==> config.mk <==
export PLATFORM = sky130hd
export DESIGN_NAME = uart_tx_param
export DESIGN_NICKNAME = d
export VERILOG_FILES = /design/src/rtl/uart_pkg.sv /design/src/rtl/uart_tx_fifo.sv /design/src/rtl/uart_tx_param.sv
export SDC_FILE = /design/constraint.sdc
export NUM_CORES = 1
export LEC_CHECK = 0
export CAP_MARGIN = 20
export CORE_ASPECT_RATIO = 0.6
export CORE_MARGIN = 2
export CORE_UTILIZATION = 25
export DETAILED_ROUTE_END_ITERATION = 10
export PLACE_DENSITY = 0.44
export SYNTH_ARGS = -nofsm -noshare
export SYNTH_HDL_FRONTEND = slang
export SYNTH_SLANG_ARGS = --single-unit
==> constraint.sdc <==
create_clock -name clk -period 1.52 [get_ports clk]
set_input_delay 0.152 -clock clk [delete_from_list [all_inputs] [get_ports clk]]
set_output_delay 0.152 -clock clk [all_outputs]
set_load 0.005 [all_outputs]
==> src/rtl/uart_pkg.sv <==
// uart_pkg: shared types and helpers for the parametrised UART transmitter.
//   tx_state_t  - serialiser states IDLE/START/DATA/PARITY/STOP
//   PAR_*       - parity-mode encodings for the PARITY_MODE parameter
//   frame_bits  - serial bit periods per frame (start + data + parity + stop)
package uart_pkg;

  typedef enum logic [2:0] {
    IDLE,
    START,
    DATA,
    PARITY,
    STOP
  } tx_state_t;

  localparam int PAR_NONE = 0;
  localparam int PAR_EVEN = 1;
  localparam int PAR_ODD  = 2;

  function automatic int frame_bits(input int data_bits, input int parity_mode,
                                    input int stop_bits);
    return 1 + data_bits + ((parity_mode != PAR_NONE) ? 1 : 0) + stop_bits;
  endfunction

endpackage

==> src/rtl/uart_tx_fifo.sv <==
// uart_tx_fifo: synchronous show-ahead FIFO feeding the UART serialiser.
//   clk, rst        - clock, synchronous active-high reset (empties the FIFO)
//   push, push_data - write request and word; ignored when full
//   pop             - read request; ignored when empty
//   pop_data        - head word, valid whenever empty = 0
//   full, empty     - occupancy flags
module uart_tx_fifo #(
  parameter int WIDTH = 8,
  parameter int DEPTH = 4
) (
  input  logic             clk,
  input  logic             rst,
  input  logic             push,
  input  logic [WIDTH-1:0] push_data,
  input  logic             pop,
  output logic [WIDTH-1:0] pop_data,
  output logic             full,
  output logic             empty
);

  localparam int AW = $clog2(DEPTH);

  logic [WIDTH-1:0] mem [DEPTH];
  // One extra pointer bit distinguishes full from empty when the indices match.
  logic [AW:0]      wr_ptr;
  logic [AW:0]      rd_ptr;
  logic             do_push;
  logic             do_pop;

  assign empty    = (wr_ptr == rd_ptr);
  assign full     = (wr_ptr[AW] != rd_ptr[AW]) && (wr_ptr[AW-1:0] == rd_ptr[AW-1:0]);
  assign do_push  = push & ~full;
  assign do_pop   = pop & ~empty;
  assign pop_data = mem[rd_ptr[AW-1:0]];

  always_ff @(posedge clk) begin
    if (do_push) begin
      mem[wr_ptr[AW-1:0]] <= push_data;
    end
  end

  always_ff @(posedge clk) begin
    if (rst) begin
      wr_ptr <= '0;
      rd_ptr <= '0;
    end else begin
      if (do_push) wr_ptr <= wr_ptr + 1'b1;
      if (do_pop)  rd_ptr <= rd_ptr + 1'b1;
    end
  end

endmodule

==> src/rtl/uart_tx_param.sv <==
// uart_tx_param: parametrised UART transmitter, LSB-first framed serial output.
//   clk       - system clock, rising edge
//   rst       - synchronous active-high reset
//   tx_data   - word to transmit (DATA_BITS wide)
//   tx_valid  - tx_data valid; hold until accepted
//   tx_ready  - block accepts a word this cycle
//   tx        - serial line, idle high
//   busy      - frame in progress (or words pending in the FIFO)
// Optional feature: define UART_TX_FIFO_EN to place a FIFO_DEPTH-entry FIFO in
// front of the serialiser, giving back-to-back frames with no idle gap.
module uart_tx_param
  import uart_pkg::*;
#(
  parameter int CLK_DIV     = 16,
  parameter int DATA_BITS   = 8,
  parameter int PARITY_MODE = 0,
  parameter int STOP_BITS   = 1,
  parameter int FIFO_DEPTH  = 4
) (
  input  logic                 clk,
  input  logic                 rst,
  input  logic [DATA_BITS-1:0] tx_data,
  input  logic                 tx_valid,
  output logic                 tx_ready,
  output logic                 tx,
  output logic                 busy
);

  if (CLK_DIV < 2) begin : g_chk_div
    $error("uart_tx_param: CLK_DIV must be >= 2");
  end
  if (DATA_BITS < 5 || DATA_BITS > 9) begin : g_chk_bits
    $error("uart_tx_param: DATA_BITS must be 5..9");
  end
  if (PARITY_MODE != PAR_NONE && PARITY_MODE != PAR_EVEN && PARITY_MODE != PAR_ODD) begin : g_chk_par
    $error("uart_tx_param: PARITY_MODE must be 0, 1 or 2");
  end
  if (STOP_BITS != 1 && STOP_BITS != 2) begin : g_chk_stop
    $error("uart_tx_param: STOP_BITS must be 1 or 2");
  end
  if (FIFO_DEPTH < 2 || (FIFO_DEPTH & (FIFO_DEPTH - 1)) != 0) begin : g_chk_depth
    $error("uart_tx_param: FIFO_DEPTH must be a power of two >= 2");
  end

  localparam int BAUD_W = $clog2(CLK_DIV);
  localparam int IDX_W  = $clog2(DATA_BITS);
  localparam logic [BAUD_W-1:0] BAUD_LAST = BAUD_W'(CLK_DIV - 1);
  localparam logic [IDX_W-1:0]  DATA_LAST = IDX_W'(DATA_BITS - 1);
  localparam logic [IDX_W-1:0]  STOP_LAST = IDX_W'(STOP_BITS - 1);

  tx_state_t            state;
  tx_state_t            state_next;
  logic [BAUD_W-1:0]    baud_cnt;
  // Indexes data bits in DATA and counts stop bits in STOP.
  logic [IDX_W-1:0]     bit_idx;
  logic [DATA_BITS-1:0] shift;
  logic                 par_bit;
  logic                 baud_end;
  logic                 frame_end;
  logic                 load;
  logic [DATA_BITS-1:0] load_data;
  logic                 load_par;

  assign baud_end  = (baud_cnt == BAUD_LAST);
  assign frame_end = (state == STOP) && baud_end && (bit_idx == STOP_LAST);

  // Parity is fixed at capture time because the shift register is consumed.
  assign load_par = (PARITY_MODE == PAR_ODD) ? ~(^load_data) : ^load_data;

`ifdef UART_TX_FIFO_EN
  logic                 fifo_push;
  logic                 fifo_full;
  logic                 fifo_empty;
  logic [DATA_BITS-1:0] fifo_data;

  assign tx_ready  = ~fifo_full & ~rst;
  assign fifo_push = tx_valid & tx_ready;
  // Popping in the last stop cycle chains straight into the next START.
  assign load      = ~fifo_empty & ((state == IDLE) | frame_end);
  assign load_data = fifo_data;
  assign busy      = ((state != IDLE) | ~fifo_empty) & ~rst;

  uart_tx_fifo #(
    .WIDTH (DATA_BITS),
    .DEPTH (FIFO_DEPTH)
  ) u_fifo (
    .clk       (clk),
    .rst       (rst),
    .push      (fifo_push),
    .push_data (tx_data),
    .pop       (load),
    .pop_data  (fifo_data),
    .full      (fifo_full),
    .empty     (fifo_empty)
  );
`else
  assign tx_ready  = (state == IDLE) & ~rst;
  assign load      = tx_valid & tx_ready;
  assign load_data = tx_data;
  assign busy      = (state != IDLE) & ~rst;
`endif

  always_ff @(posedge clk) begin
    if (rst) begin
      state <= IDLE;
    end else begin
      state <= state_next;
    end
  end

  always_comb begin
    state_next = state;
    case (state)
      IDLE:    if (load) state_next = START;
      START:   if (baud_end) state_next = DATA;
      DATA:    if (baud_end && bit_idx == DATA_LAST)
                 state_next = (PARITY_MODE != PAR_NONE) ? PARITY : STOP;
      PARITY:  if (baud_end) state_next = STOP;
      STOP:    if (frame_end) state_next = load ? START : IDLE;
      default: state_next = IDLE;
    endcase
  end

  always_comb begin
    tx = 1'b1;
    case (state)
      START:   tx = 1'b0;
      DATA:    tx = shift[0];
      PARITY:  tx = par_bit;
      default: tx = 1'b1;
    endcase
    // The line goes idle as soon as reset is seen, not one edge later.
    if (rst) tx = 1'b1;
  end

  always_ff @(posedge clk) begin
    if (rst) begin
      baud_cnt <= '0;
      bit_idx  <= '0;
      shift    <= '0;
      par_bit  <= 1'b0;
    end else if (load) begin
      baud_cnt <= '0;
      bit_idx  <= '0;
      shift    <= load_data;
      par_bit  <= load_par;
    end else if (state == IDLE) begin
      baud_cnt <= '0;
      bit_idx  <= '0;
    end else if (baud_end) begin
      baud_cnt <= '0;
      case (state)
        DATA: begin
          shift   <= {1'b0, shift[DATA_BITS-1:1]};
          bit_idx <= (bit_idx == DATA_LAST) ? '0 : bit_idx + 1'b1;
        end
        STOP:    bit_idx <= (bit_idx == STOP_LAST) ? '0 : bit_idx + 1'b1;
        default: bit_idx <= bit_idx;
      endcase
    end else begin
      baud_cnt <= baud_cnt + 1'b1;
    end
  end

endmodule

==> impl_summary.txt, run 1 <==
----------------------------------------------------
[Run status]
  Outcome ... finished, final reports clean

[Cells and area]
  Area of the multi-input gates ... 618 sq um
  Ant diodes ... 0
  Share of cells above drive strength 1 ... 0.340
  Flip-flop and latch area ... 390 sq um
  Fin nets ... 160
  Post-synthesis to final-layout area growth ... 42.7%
  Core utilization of the finished layout ... 0.380
  Design Area, Final ... 1420 sq um
  Fillcell total ... 384

[STA]
  Slew Limit Fails ... 0
  Slew HR ... 0.798
  Number of setup violations in the final report ... 0
  Final setup TNS ... 0 ns
  Slew at the pin closest to its max-slew limit ... 0.301 ns
  Min Hold Slack ... about 0.45 ns
  Final Hold Viols ... 0
  Upper clock frequency limit ... 676 MHz
  Fin worst setup slack ... 0.0408 ns
  Worst setup skew after layout ... 0.00155 ns
  Final worst-path cycle share ... 0.973
  Unrepaired setup endpoints after global routing ... yes
  Final Critical Period ... roughly 1.5 ns

[Route]
  First-iteration detailed-routing DRC count ... 33
  Routed vias/inst ... 4.65
  # DRC ... 0
  Met3 layer wire length in the routed design ... 78 um
  Average wire per cell in the routed design ... 12.2 um
  Uppermost metal layer occupied by signal nets ... met3
  Total routed wire length on the met1 layer ... 1170 um
  Via count ... 889
  Total length of routed wires ... 2330 um
  Total iterations of the first detailed-routing run ... 4
  Final antenna-violating net count ... 0
  Met2 routed wirelength ... 1080 um

[Global routing]
  Overall overflow remaining after global route ... 0
  Global-route wire length before repair ... 3990 um
  Largest net degree at the start of global routing ... 11
  Total global-route track usage ... 0.114
  Initial antenna violation count ... 0
  Via count of the first global-routing pass ... 875

[Logic synthesis]
  Post-Synthesis Cell Area ... roughly 1000 sq um
  Synth unique cells ... 31
  Proportion of synthesized chip area in sequential cells ... 0.381
  Count of warnings emitted by yosys ... 0
  Register bit total from synthesis ... 19
  Number of nets in the synthesized netlist ... 125
  Mapped Avg Cell Area ... 9.07 sq um
  Count of mapped cells out of synthesis ... 110

[Critical path]
  Path type of the worst setup path ... reg -> out
  Crit path DAT ... ~1.3 ns
  Depth of the worst register-to-register path ... 5
  Sort of element at the end of the critical path ... primary output
  Max Fanout on Critical Path ... 4
  Startpoint class of the critical path ... flip-flop
  Worst endpoint required time ... 1.37 ns

[Clock tree]
  Clock Latency Late Sink ... 0.25 ns
  Clock buffer count from CTS ... 3
  Clock tree from TritonCTS ... built
  Clk sinks ... 19
  Clock tree root driver cell ... clkbuf_8
  Number of H-tree branching levels ... 1
  Clock transition at path regs ... around 0.07 ns
  Number of buffers on the longest clock path ... 2

[Floorplanning]
  Die Area ... 4530 sq um
  Core Rows ... 17
  Core region area ... 3740 sq um
  Width of the chip ... around 86 um
  Initial cell density of the core ... 0.266
  Num ports ... 14
  Height of the die ... 52.9 um

[Run]
  Max-cap violations ... 0

[Pwr]
  Leakage component of the power ... 0.515 nW
  Power per cell area ... 725 nW/um^2
  IR Drop Worst-Case VDD ... between 0.0003 and 0.0004 V

[Min path]
  Kind of path behind the tightest hold check ... reg -> reg
  WHS Path Cells ... 2

[Placed design]
  Minimum setup slack after placement ... -0.203 ns
  Count of buffers inserted at the top-level ports ... 13
  Placer Congestion ... 0.747
  HPWL reported at the end of detailed placement ... 1820 um
  Instance area at placement ... 1290 sq um

----------------------------------------------------
## synth_stat cells (all sizes together)
cell	instances	area, sq um
and3	2	12.5
and2	1	6.26
nor2b	1	6.26
clkbuf	1	3.75
dfxtp	19	380
a21oi	13	65.1
mux2i	2	20.0
xor2	1	8.76
or2	1	6.26
o21ai	2	10.0
nand2	13	48.8
or3	2	12.5
a211oi	1	7.51
or3b	1	8.76
nor2	6	22.5
nor4	1	21.3
a22oi	8	60.1
nand2b	1	13.8
ha	4	50.1
nor3	4	31.3
buf	4	37.5
xnor2	9	78.8
nand3	4	25.0
nand3b	2	15.0
o221a	1	11.3
inv	3	11.3
nor3b	3	22.5
## worst max-delay path: stages (launching register included)
cell	delay (ns)
dfxtp_4	0.37
buf_6	0.10
nand2b_4	0.05
nor2_2	0.08
a21oi_1	0.04
or3_1	0.30
buf_2	0.13
## path summary, 6_finish.rpt
path | from | endpoint | slack [ns]
max | state[1] | tx | 0.04
min reg2reg | shift[2] | shift[2] | 0.45
max reg2reg | state[1] | bit_idx[2] | 0.04
min | shift[2] | shift[2] | 0.45
## report_power, final
group	leakage, nW	total [W]	switching (W)	internal (W)
sequential	0.158	0.000529	0.0000133	0.000516
clock	0.0228	0.000342	0.000156	0.000186
combinational	0.335	0.000159	0.0000672	0.0000921
## layout make-up
cell class	count	share of cell area
clock buffers	4	0.0317
inverters	3	0.00792
multi-input cells	83	0.434
flip-flops and latches	19	0.274
well taps	47	0.0413
repair buffers	35	0.210
## repair_timing
item / in CTS / in global routing
gates resized for setup: 14 / 17
pin swaps: 2 / 4
endpoints found under the setup margin: 11 / 15
setup buffers: 2 / 1
hold buffers: 0 / 0
cloned: 0 / 0
## kinds of logic after synthesis
group / Yosys count / share of synthesized area
compound gates: 25 / 0.154
xor+xnor: 10 / 0.0878
fa+ha+maj: 4 / 0.0502
buf+inv: 8 / 0.0527
flops: 19 / 0.381
mux: 2 / 0.0201
simple gates: 42 / 0.253
## placed cells by master, fill, tap and decap left out, types with 3 or more instances in the layout
cell type        synthesis  final
dfxtp_1                 19     13
dfxtp_2                  0      5
buf_4                    2     18
nor2_1                   6      5
nand2_1                 13     13
ha_1                     4      3
clkbuf_8                 0      3
a22oi_1                  8      8
nand3_1                  3      3
clkdlybuf4s50_1          0     10
buf_6                    2      4
inv_1                    3      3
a21oi_1                 13     12
xnor2_1                  9      8
## state kept, by name, summed over array words and instances (netlist names)
signal / flops
baud_cnt: 4
bit_idx: 3
par_bit: 1
shift: 8
state: 3
## metal layers
| metal | GRT usage | up-vias |
|---|---|---|
| li1 | - | 457 |
| met1 | 0.152 | 421 |
| met2 | 0.185 | 11 |
| met3 | 0.0390 | 0 |
| met4 | 0.0159 | 0 |
| met5 | 0 | - |
## through the flow
step | cells | power, W
4_1_cts | 190 | 0.00104
5_1_grt | 191 | 0.00110
2_1_floorplan | 110 | 0.000621
3_3_place_gp | 184 | 0.000697
3_5_place_dp | 184 | 0.000699
6_report | 191 | 0.00103
(Power assumes the default switching activity.)
==> inputs of run 2 (changes only) <==
--- a/config.mk
+++ b/config.mk
@@ -10,7 +10,8 @@
 export CORE_MARGIN = 2
 export CORE_UTILIZATION = 25
 export DETAILED_ROUTE_END_ITERATION = 10
-export PLACE_DENSITY = 0.44
+export PLACE_DENSITY = 0.55
+export SLEW_MARGIN = 0
 export SYNTH_ARGS = -nofsm -noshare
 export SYNTH_HDL_FRONTEND = slang
 export SYNTH_SLANG_ARGS = --single-unit
==> impl_summary.txt, run 2 (synthesis gave the netlist of run 1 again) <==
----------------------------------------------------
[Run status]
  Outcome ... finished, final reports clean

[Floorplanning]
  Height of the die ... 52.9 um
  Initial cell density of the core ... 0.266
  Core Rows ... 17
  Die Area ... around 4500 sq um
  Num ports ... 14
  Width of the chip ... 85.5 um
  Core region area ... 3740 sq um

[Min path]
  Kind of path behind the tightest hold check ... reg -> reg
  WHS Path Cells ... 1

[Cells and area]
  Fin nets ... ~160
  Fillcell total ... 372
  Most frequent standard cell in the layout excluding fill and tap cells ... buf_4
  Largest register FFs ... 8
  Ant diodes ... 0
  Flip-flop and latch area ... between 300 and 400 sq um
  Share of cells above drive strength 1 ... 0.305
  Post-synthesis to final-layout area growth ... 39.4%
  Area of the multi-input gates ... 616 sq um
  Most used cells in the layout excluding fill and tap cells ... 17 x buf_4, 15 x dfxtp_1, 13 x nand2_1, 11 x a21oi_1, 10 x clkdlybuf4s50_1
  Largest Register ... shift
  Design Area, Final ... between 1000 and 1500 sq um
  Core utilization of the finished layout ... 0.371
  Largest registers ... shift: 8 flops, baud_cnt: 4 flops

[STA]
  Upper clock frequency limit ... 665 MHz
  Final worst-path cycle share ... 0.989
  Number of setup violations in the final report ... 0
  Unrepaired setup endpoints after global routing ... yes
  Worst setup skew after layout ... 0.00728 ns
  Slew at the pin closest to its max-slew limit ... 0.368 ns
  Slew Limit Fails ... 0
  Final Hold Viols ... 0
  Slew HR ... 0.755
  Final Critical Period ... 1.50 ns

[Clock tree]
  Clock tree root driver cell ... clkbuf_8
  Clock Latency Late Sink ... 0.26 ns
  Clock transition at path regs ... 0.07 ns
  Clk sinks ... 19
  Clock buffer count from CTS ... 3
  Number of buffers on the longest clock path ... 2
  Number of H-tree branching levels ... 1
  Clock tree from TritonCTS ... built

[Critical path]
  Cells traversed along the worst timing path ... buf_4 > buf_4 > nor3b_1 > buf_4 > mux2i_2 > nand3_1 > a21oi_1
  Most repeated library cell on the critical path ... buf_4
  Path type of the worst setup path ... reg -> reg
  Crit path DAT ... about 1.7 ns
  Depth of the worst register-to-register path ... 7
  Startpoint class of the critical path ... flip-flop
  Worst endpoint required time ... 1.72 ns
  Cell with the largest stage delay on the worst path ... dfxtp_2
  Max stage delay on crit path ... roughly 0.34 ns
  Sort of element at the end of the critical path ... flip-flop
  Max Fanout on Critical Path ... 5

[Global routing]
  Met3 track demand over resource in global routing ... 0.0328
  Total global-route track usage ... 0.110
  Routing layer with the top usage in global route ... met2
  Via count of the first global-routing pass ... 817
  Initial antenna violation count ... 0
  Overall overflow remaining after global route ... 0
  Largest net degree at the start of global routing ... 11
  Global routing met1 resource utilization ... 0.145
  Met2 capacity usage during global routing ... 0.172
  Global-route wire length before repair ... 3730 um

[Placed design]
  Instance area at placement ... roughly 1300 sq um
  HPWL reported at the end of detailed placement ... roughly 1800 um
  Count of buffers inserted at the top-level ports ... 13
  Placer Congestion ... 0.797

[Route]
  Average wire per cell in the routed design ... roughly 12 um
  # DRC ... 0
  Total iterations of the first detailed-routing run ... 4
  Total length of routed wires ... around 2300 um
  Routed vias/inst ... 4.65
  First-iteration detailed-routing DRC count ... 27
  Final antenna-violating net count ... 0
  Via count ... roughly 870

[Pwr]
  Leakage component of the power ... ~0.5 nW
  IR Drop Worst-Case VDD ... 0.000324 V
  Power per cell area ... approximately 750 nW/um^2

[Run]
  Max-cap violations ... 0

----------------------------------------------------
## run 2: stage by stage
stage	worst slack, ns	power, W	hold slack, ns	setup TNS, ns	std cells
after global placement	-0.166	0.000693	0.436	-1.36	183
after global routing	-0.0571	0.00109	0.469	-0.173	188
final	0.0171	0.00104	0.451	0	188
after floorplan	0.0635	0.000621	0.225	0	110
after detailed placement	-0.238	0.000694	0.447	-2.10	183
after CTS	-0.00716	0.00105	0.427	-0.0116	187
## run 2: where the power goes
group	total [W]	switching, W	leakage (nW)	internal, W
Sequential	0.000529	0.0000136	0.157	0.000515
Clock	0.000355	0.000169	0.0228	0.000187
Combinational	0.000156	0.0000693	0.311	0.0000863
Total	0.00104	0.000251	0.491	0.000788
## run 2: layout make-up
class / instances / share of cell area
inverters: 3 / 0.00810
multi-input cells: 83 / 0.443
well taps: 47 / 0.0423
flip-flops and latches: 19 / 0.281
clock buffers: 4 / 0.0324
repair buffers: 32 / 0.194
## run 2: final timing paths
kind          startpoint  slack (ns)           to
max             state[0]        0.02   bit_idx[0]
min          baud_cnt[0]        0.45  baud_cnt[0]
max reg2reg     state[0]        0.02   bit_idx[0]
min reg2reg  baud_cnt[0]        0.45  baud_cnt[0]
## run 2: critical path, delay by kind of cell, from the launching register on
family / cells / cell delay (ns)
flip-flops: 1 / 0.34
AND/OR/NAND/NOR: 2 / 0.28
AO/OA/AOI/OAI: 1 / 0.12
multiplexers: 1 / 0.25
buffers and inverters: 3 / 0.45
## run 2: metal layers
layer	vias up	share of wire
met4	0	0.017
met3	5	0.028
met1	411	0.51
met5	-	0
met2	12	0.44
li1	446	-
## run 2: repair_timing
action                                  4_1_cts  5_1_grt
gates resized for setup                      15       13
pin swaps                                     0        5
endpoints found under the setup margin       14       14
hold buffers                                  0        0
buffers inserted                              0        1
